===== config.mk =====
export PLATFORM = sky130hd
export DESIGN_NAME = prg_uploader
export DESIGN_NICKNAME = d
export VERILOG_FILES = /design/src/rtl/prg_uploader.sv
export SDC_FILE = /design/constraint.sdc
export NUM_CORES = 1
export LEC_CHECK = 0
export BUFFER_PORTS_ARGS = -buffer_cell sky130_fd_sc_hd__buf_2
export CAP_MARGIN = 20
export CORE_MARGIN = 4
export CORE_UTILIZATION = 35
export CTS_BUF_LIST = sky130_fd_sc_hd__clkbuf_16
export DETAILED_ROUTE_END_ITERATION = 8
export GPL_TIMING_DRIVEN = 0
export PLACE_DENSITY = 0.56
export SYNTH_ARGS = -nofsm -noshare
export SYNTH_HDL_FRONTEND = slang
export SYNTH_SLANG_ARGS = --single-unit
export TNS_END_PERCENT = 100

===== constraint.sdc =====
create_clock -name clk -period 7.9 [get_ports clk]
set_clock_uncertainty 0.2 [all_clocks]
set_input_delay 1.185 -clock clk [delete_from_list [all_inputs] [get_ports clk]]
set_output_delay 1.185 -clock clk [all_outputs]
set_load 0.05 [all_outputs]

===== src/rtl/prg_uploader.sv =====
// prg_uploader: saves the BASIC program from RAM to the HPS as a PRG file.
// Reads the program-end pointer, sizes the upload, then streams RAM bytes on ioctl_rd.
module prg_uploader #(
    parameter logic [7:0]  PRG_INDEX      = 8'd2,
    parameter logic [15:0] PRG_START_ADDR = 16'h5608,
    parameter logic [15:0] PTR_PROGND     = 16'h55E4,
    parameter int          TIMEOUT_W      = 24
) (
    input  logic        clk,
    input  logic        reset_n,
    input  logic        save_trig,
    input  logic        ioctl_upload,
    input  logic [7:0]  ioctl_index,
    input  logic        ioctl_rd,
    input  logic [24:0] ioctl_addr,
    output logic [7:0]  ioctl_din,
    output logic        ioctl_upload_req,
    output logic [15:0] mem_addr,
    output logic        mem_rd,
    input  logic [7:0]  mem_dout,
    output logic        busy,
    output logic [15:0] upload_size,
    output logic        error
);
    typedef enum logic [3:0] {
        IDLE, RD_LO, WT_LO, RD_HI, WT_HI, CALC, REQ, WAIT_UP, STREAM, FETCH
    } state_t;

    localparam logic [TIMEOUT_W-1:0] CNT_ONE = 1;

    state_t                state_q, state_d;
    logic                  trig_q;
    logic [15:0]           ptr_q, ptr_d;
    logic [15:0]           size_q, size_d;
    logic                  err_q, err_d;
    logic [TIMEOUT_W-1:0]  cnt_q, cnt_d;
    logic [7:0]            din_q, din_d;
    logic                  pend_q, pend_d;
    logic [24:0]           pend_addr_q, pend_addr_d;
    logic                  oor_q, oor_d;
    logic [15:0]           maddr_q;

    logic        start, up_ok, rd_go, in_rng;
    logic [24:0] rd_addr;

    assign start   = (state_q == IDLE) && save_trig && !trig_q;
    assign up_ok   = ioctl_upload && (ioctl_index == PRG_INDEX);
    assign rd_go   = ioctl_rd || pend_q;
    assign rd_addr = pend_q ? pend_addr_q : ioctl_addr;
    assign in_rng  = rd_addr < {9'd0, size_q};

    assign busy        = (state_q != IDLE) || start;
    assign ioctl_din   = din_q;
    assign upload_size = size_q;
    assign error       = err_q;

    always_comb begin
        state_d          = state_q;
        ptr_d            = ptr_q;
        size_d           = size_q;
        err_d            = err_q;
        cnt_d            = cnt_q;
        din_d            = din_q;
        pend_d           = pend_q;
        pend_addr_d      = pend_addr_q;
        oor_d            = oor_q;
        mem_addr         = maddr_q;
        mem_rd           = 1'b0;
        ioctl_upload_req = 1'b0;
        case (state_q)
            IDLE: if (start) begin
                err_d   = 1'b0;
                state_d = RD_LO;
            end
            RD_LO: begin
                mem_addr = PTR_PROGND;
                mem_rd   = 1'b1;
                state_d  = WT_LO;
            end
            WT_LO: begin
                ptr_d[7:0] = mem_dout;
                state_d    = RD_HI;
            end
            RD_HI: begin
                mem_addr = PTR_PROGND + 16'd1;
                mem_rd   = 1'b1;
                state_d  = WT_HI;
            end
            WT_HI: begin
                ptr_d[15:8] = mem_dout;
                state_d     = CALC;
            end
            CALC: if (ptr_q <= PRG_START_ADDR) begin
                err_d   = 1'b1;
                state_d = IDLE;
            end else begin
                size_d  = ptr_q - PRG_START_ADDR;
                state_d = REQ;
            end
            REQ: begin
                ioctl_upload_req = 1'b1;
                cnt_d            = '0;
                pend_d           = 1'b0;
                state_d          = WAIT_UP;
            end
            WAIT_UP: if (up_ok) state_d = STREAM;
            else if (&cnt_q) begin
                err_d   = 1'b1;
                state_d = IDLE;
            end else cnt_d = cnt_q + CNT_ONE;
            // level check suffices: STREAM is only entered with the upload active
            STREAM: if (!up_ok) begin
                pend_d  = 1'b0;
                state_d = IDLE;
            end else if (rd_go) begin
                pend_d  = 1'b0;
                oor_d   = !in_rng;
                state_d = FETCH;
                if (in_rng) begin
                    mem_addr = PRG_START_ADDR + rd_addr[15:0];
                    mem_rd   = 1'b1;
                end
            end
            FETCH: begin
                din_d   = oor_q ? 8'h00 : mem_dout;
                state_d = STREAM;
                if (ioctl_rd && !pend_q) begin
                    pend_d      = 1'b1;
                    pend_addr_d = ioctl_addr;
                end
            end
            default: state_d = IDLE;
        endcase
    end

    // trig_q resets high so a level already held through reset is not seen as an edge
    always_ff @(posedge clk or negedge reset_n) begin
        if (!reset_n) begin
            state_q     <= IDLE;
            trig_q      <= 1'b1;
            ptr_q       <= '0;
            size_q      <= '0;
            err_q       <= 1'b0;
            cnt_q       <= '0;
            din_q       <= '0;
            pend_q      <= 1'b0;
            pend_addr_q <= '0;
            oor_q       <= 1'b0;
            maddr_q     <= '0;
        end else begin
            state_q     <= state_d;
            trig_q      <= save_trig;
            ptr_q       <= ptr_d;
            size_q      <= size_d;
            err_q       <= err_d;
            cnt_q       <= cnt_d;
            din_q       <= din_d;
            pend_q      <= pend_d;
            pend_addr_q <= pend_addr_d;
            oor_q       <= oor_d;
            maddr_q     <= mem_addr;
        end
    end
endmodule


==> summary.md <==
| Metric | Value |
|---|---|
| Status | finished clean |
| Cts-stage hold buffer count | 0 |
| Syn Std Cell Area | 5970 µm² |
| Post CTS Setup Buffer Count | 0 |
| Core ar. | between 15000 and 20000 µm² |
| Sw Ratio | 37.6% |
| Max-slew violation count | 0 |
| Site row count | 47 |
| Initial core utilization | around 36% |
| Clock input transition at the sequential cells of the worst setup and hold paths | approximately 0.05 ns |
| Adder-cell area share of the yosys netlist | 3.77% |
| Power share of the clock group | approximately a third |
| Total clock buffers created by CTS | 17 |
| CTS HTree Levels | 4 |
| Antenna violations before repair | 0 |
| Part of the power in registers | roughly a third |
| Final min period | 5.85 ns |
| DR vias/cell | 5.11 |
| GR Util All Layers | 16.4% |
| Fraction of final layout cells with drive strength greater than 1 | 26.1% |
| GRT Residual Overflow | 0 |
| Port-buffer cells | 89 |
| Library cell used as clock root buffer | sky130_fd_sc_hd__clkbuf_16 |
| Final Setup Violations | 0 |
| Count of cells resized by post-cts repair | 0 |
| Final Instance Area | ~7300 µm² |
| RSZ-0062 raised after global routing | false |
| Net Sw Power | 0.000904 W |
| TritonCTS clock tree | done |
| Setup TNS | 0 ns |
| Leading cell types in the layout, fill and taps excluded | 112 x sky130_fd_sc_hd__dfrtp_1, 102 x sky130_fd_sc_hd__buf_2, 51 x sky130_fd_sc_hd__nand2_1 |
| TritonCTS sink count | 113 |
| Leakage | 3.32 nW |
| Instance area after placement | a little under 7000 µm² |
| Final cycle utilization of the critical path | roughly three quarters |
| Worst Path Arrival | 4.46 ns |
| Final net count | 764 |
| Distinct cells, synth | 56 |
| Number of antenna repair diodes | 0 |
| Area fraction in compound gates after synthesis | between 10% and 20% |
| Worst Setup End Kind | output pin |
| Transition at the pin with the smallest max-transition slack | around 0.71 ns |
| Gp weighted congestion | between 0.8 and 0.9 |
| Fill cell count | ~1600 |
| I/O pin count | 90 |
| Crit-path max FO | 10 |
| Post-synthesis sequential area ratio | between 40 and 50% |
| Synthesized flop and latch total | ~110 |
| Die width | 139 µm |
| Fmax | around 170 MHz |
| P&R area growth vs syn | 22.8% |
| Starting DRC count in detailed routing | 353 |
| Number of cells produced by synthesis | between 500 and 600 |
| Basic-gate share of the synthesized area counting and, or, nand and nor cells | approximately 17% |
| Hold crit path type | flop to flop |
| Routed vias | 4766 |
| Required time reported for the critical path endpoint | approximately 6.5 ns |
| Die span in y | between 100 and 150 µm |
| Commonest non-fill, non-tap cell in the layout | sky130_fd_sc_hd__dfrtp_1 |
| Internal power of the cells | about 0.0015 W |
| Layout Utilization | ~44% |
| Wirelength, routed | 15300 µm |
| Mapped Nets | 654 |
| Synth warnings | 0 |
| Maximum vdd ir drop | between 0.15 and 0.2 mV |
| Area of the die | 19200 µm² |
| Fraction of synthesized cell area in xor and xnor cells | 5.13% |
| Max Buffers Root-to-Sink | 2 |
| Sequential standard cell area | roughly 2800 µm² |
| Pwr dens | about 330 nW/µm² |
| Wire length of the first global-routing pass | approximately 26000 µm |
| Critical path start-end classification | flop to output pin |
| Count of flip-flops with a built-in enable after synthesis | 0 |
| Share of async-settable or async-resettable flops after synthesis | 100% |
| Worst slew margin | between 50% and 60% |
| Startpoint type of the worst setup path | flop |
| Mux cell area share after synthesis | approximately an eighth |
| Non-filler instance count after layout | approximately 930 |
| Count of TritonRoute iterations in the first routing pass | 5 |
| Instance count after placement with tap cells included | 900 |
| Depth of the most critical reg-to-reg path | 13 |
| Endpoints failing hold | 0 |
| Gate power share | about 34% |
| Cell depth of the worst min-delay path | 2 |
| Maxcap violations | 0 |
| Avg WL per Cell | roughly 16 µm |
| Maximum number of pins on one net before global-route repair | a little under 60 |
| Post-DP HPWL | 11600 µm |
| Avg Inst Size Synth | slightly above 10 µm² |
| Most frequently used flop master after synthesis | sky130_fd_sc_hd__dfrtp_1 |
| Post-DRT Antenna Nets | 0 |
| Footprint of the multi-input gates | around 2900 µm² |
| Residual DRC count | 0 |
| Via count of the first global-routing pass | slightly above 5000 |
| Clock latency of the later-clocked register in the worst-skew pair | roughly 0.42 ns |
| Combinational family with the most area after synthesis | simple AND/OR/NAND/NOR gates |
## through the flow
step / power [W] / hold slack, ns / setup WS, ns
after detailed placement: 0.00163 / 0.279 / 2.31
final: 0.00240 / 0.292 / 2.05
after global placement: 0.00161 / 0.268 / 2.43
after CTS: 0.00243 / 0.293 / 2.00
after global routing: 0.00255 / 0.310 / 1.77
after floorplan: 0.00140 / 0.264 / 2.51
## state kept, by name, summed over array words and instances (netlist names)
| name | count |
|---|---|
| error | 1 |
| ptr_q | 16 |
| cnt_q | 24 |
| ioctl_din | 8 |
| maddr_q | 16 |
| pend_q | 1 |
| upload_size | 16 |
| trig_q | 1 |
| oor_q | 1 |
| state_q | 4 |
| pend_addr_q | 25 |
## layout make-up
type                    instances  share of cell area [%]
repair buffers                 91                    6.60
flip-flops and latches        113                    38.6
well taps                     220                    3.75
inverters                      33                    1.69
plain buffers                  26                    1.81
clock inverters                15                    2.39
clock buffers                  17                    5.80
multi-input cells             418                    39.4
## critical path, stage by stage (launching register included)
cell and delay (ns):
sky130_fd_sc_hd__dfrtp_1 0.31, sky130_fd_sc_hd__clkbuf_1 0.23, sky130_fd_sc_hd__buf_2 0.32, sky130_fd_sc_hd__buf_2 0.34, sky130_fd_sc_hd__mux2i_1 0.38, sky130_fd_sc_hd__inv_1 0.15
sky130_fd_sc_hd__ha_1 0.21, sky130_fd_sc_hd__a21o_1 0.15, sky130_fd_sc_hd__a211o_1 0.32, sky130_fd_sc_hd__nor3_1 0.27, sky130_fd_sc_hd__nand4_1 0.24, sky130_fd_sc_hd__buf_2 0.27
sky130_fd_sc_hd__buf_2 0.22, sky130_fd_sc_hd__o211ai_1 0.29, sky130_fd_sc_hd__buf_2 0.33
## synth_stat cells, drive strengths merged, types with 8 or more instances
cell type | instances | area (µm²)
nand2b | 14 | 90.1
nand2 | 51 | 191
buf | 16 | 95.1
clkbuf | 10 | 37.5
nor4 | 9 | 56.3
o21ai | 41 | 205
nor2 | 43 | 161
mux2i | 10 | 100
a21oi | 20 | 104
xnor2 | 27 | 236
xor2 | 8 | 70.1
inv | 33 | 124
mux2 | 55 | 619
nand4 | 12 | 75.1
dfrtp | 112 | 2800
nor3 | 20 | 105
nand3 | 24 | 120
ha | 18 | 225
## logic make-up (layout without fill, tap and decap cells)
kind of cell / Yosys count / after routing
adder cells (fa/ha/maj): 18 / 18
flip-flops: 113 / 113
AO/OA/AOI/OAI: 99 / 99
AND/OR/NAND/NOR: 201 / 201
buffers and inverters: 59 / 182
multiplexers: 65 / 65
XOR/XNOR: 35 / 35
## path summary, 6_finish.rpt
| path | slack (ns) | start | endpoint |
|---|---|---|---|
| worst max register to register | 3.86 | pend_q | maddr_q[0] |
| worst min-delay path | 0.29 | ioctl_din[6] | ioctl_din[6] |
| min in group asynchronous | 0.53 | reset_n | cnt_q[20] |
| worst max-delay path | 2.05 | pend_q | mem_addr[0] |
| max in group asynchronous | 6.26 | reset_n | trig_q |
| worst min register to register | 0.29 | ioctl_din[6] | ioctl_din[6] |
## layer usage
| layer | wire, µm | vias up | global-route usage (%) | share of wire, % |
|---|---|---|---|---|
| li1 | - | 2307 | - | - |
| met1 | 7360 | 2318 | 22.1 | 48 |
| met2 | 6950 | 129 | 25.4 | 45 |
| met3 | 798 | 12 | 5.38 | 5.2 |
| met4 | 166 | 0 | 4.69 | 1.1 |
| met5 | 0 | - | 0 | 0 |
## power by group through the flow
stage	Clock, W	Sequential [W]	Combinational, W
floorplan	0	0.000925	0.000470
global placement	0	0.000809	0.000798
detailed placement	0	0.000816	0.000816
CTS	0.000805	0.000806	0.000819
global route	0.000833	0.000823	0.000892
finish	0.000786	0.000803	0.000813
(Power assumes the default switching activity.)
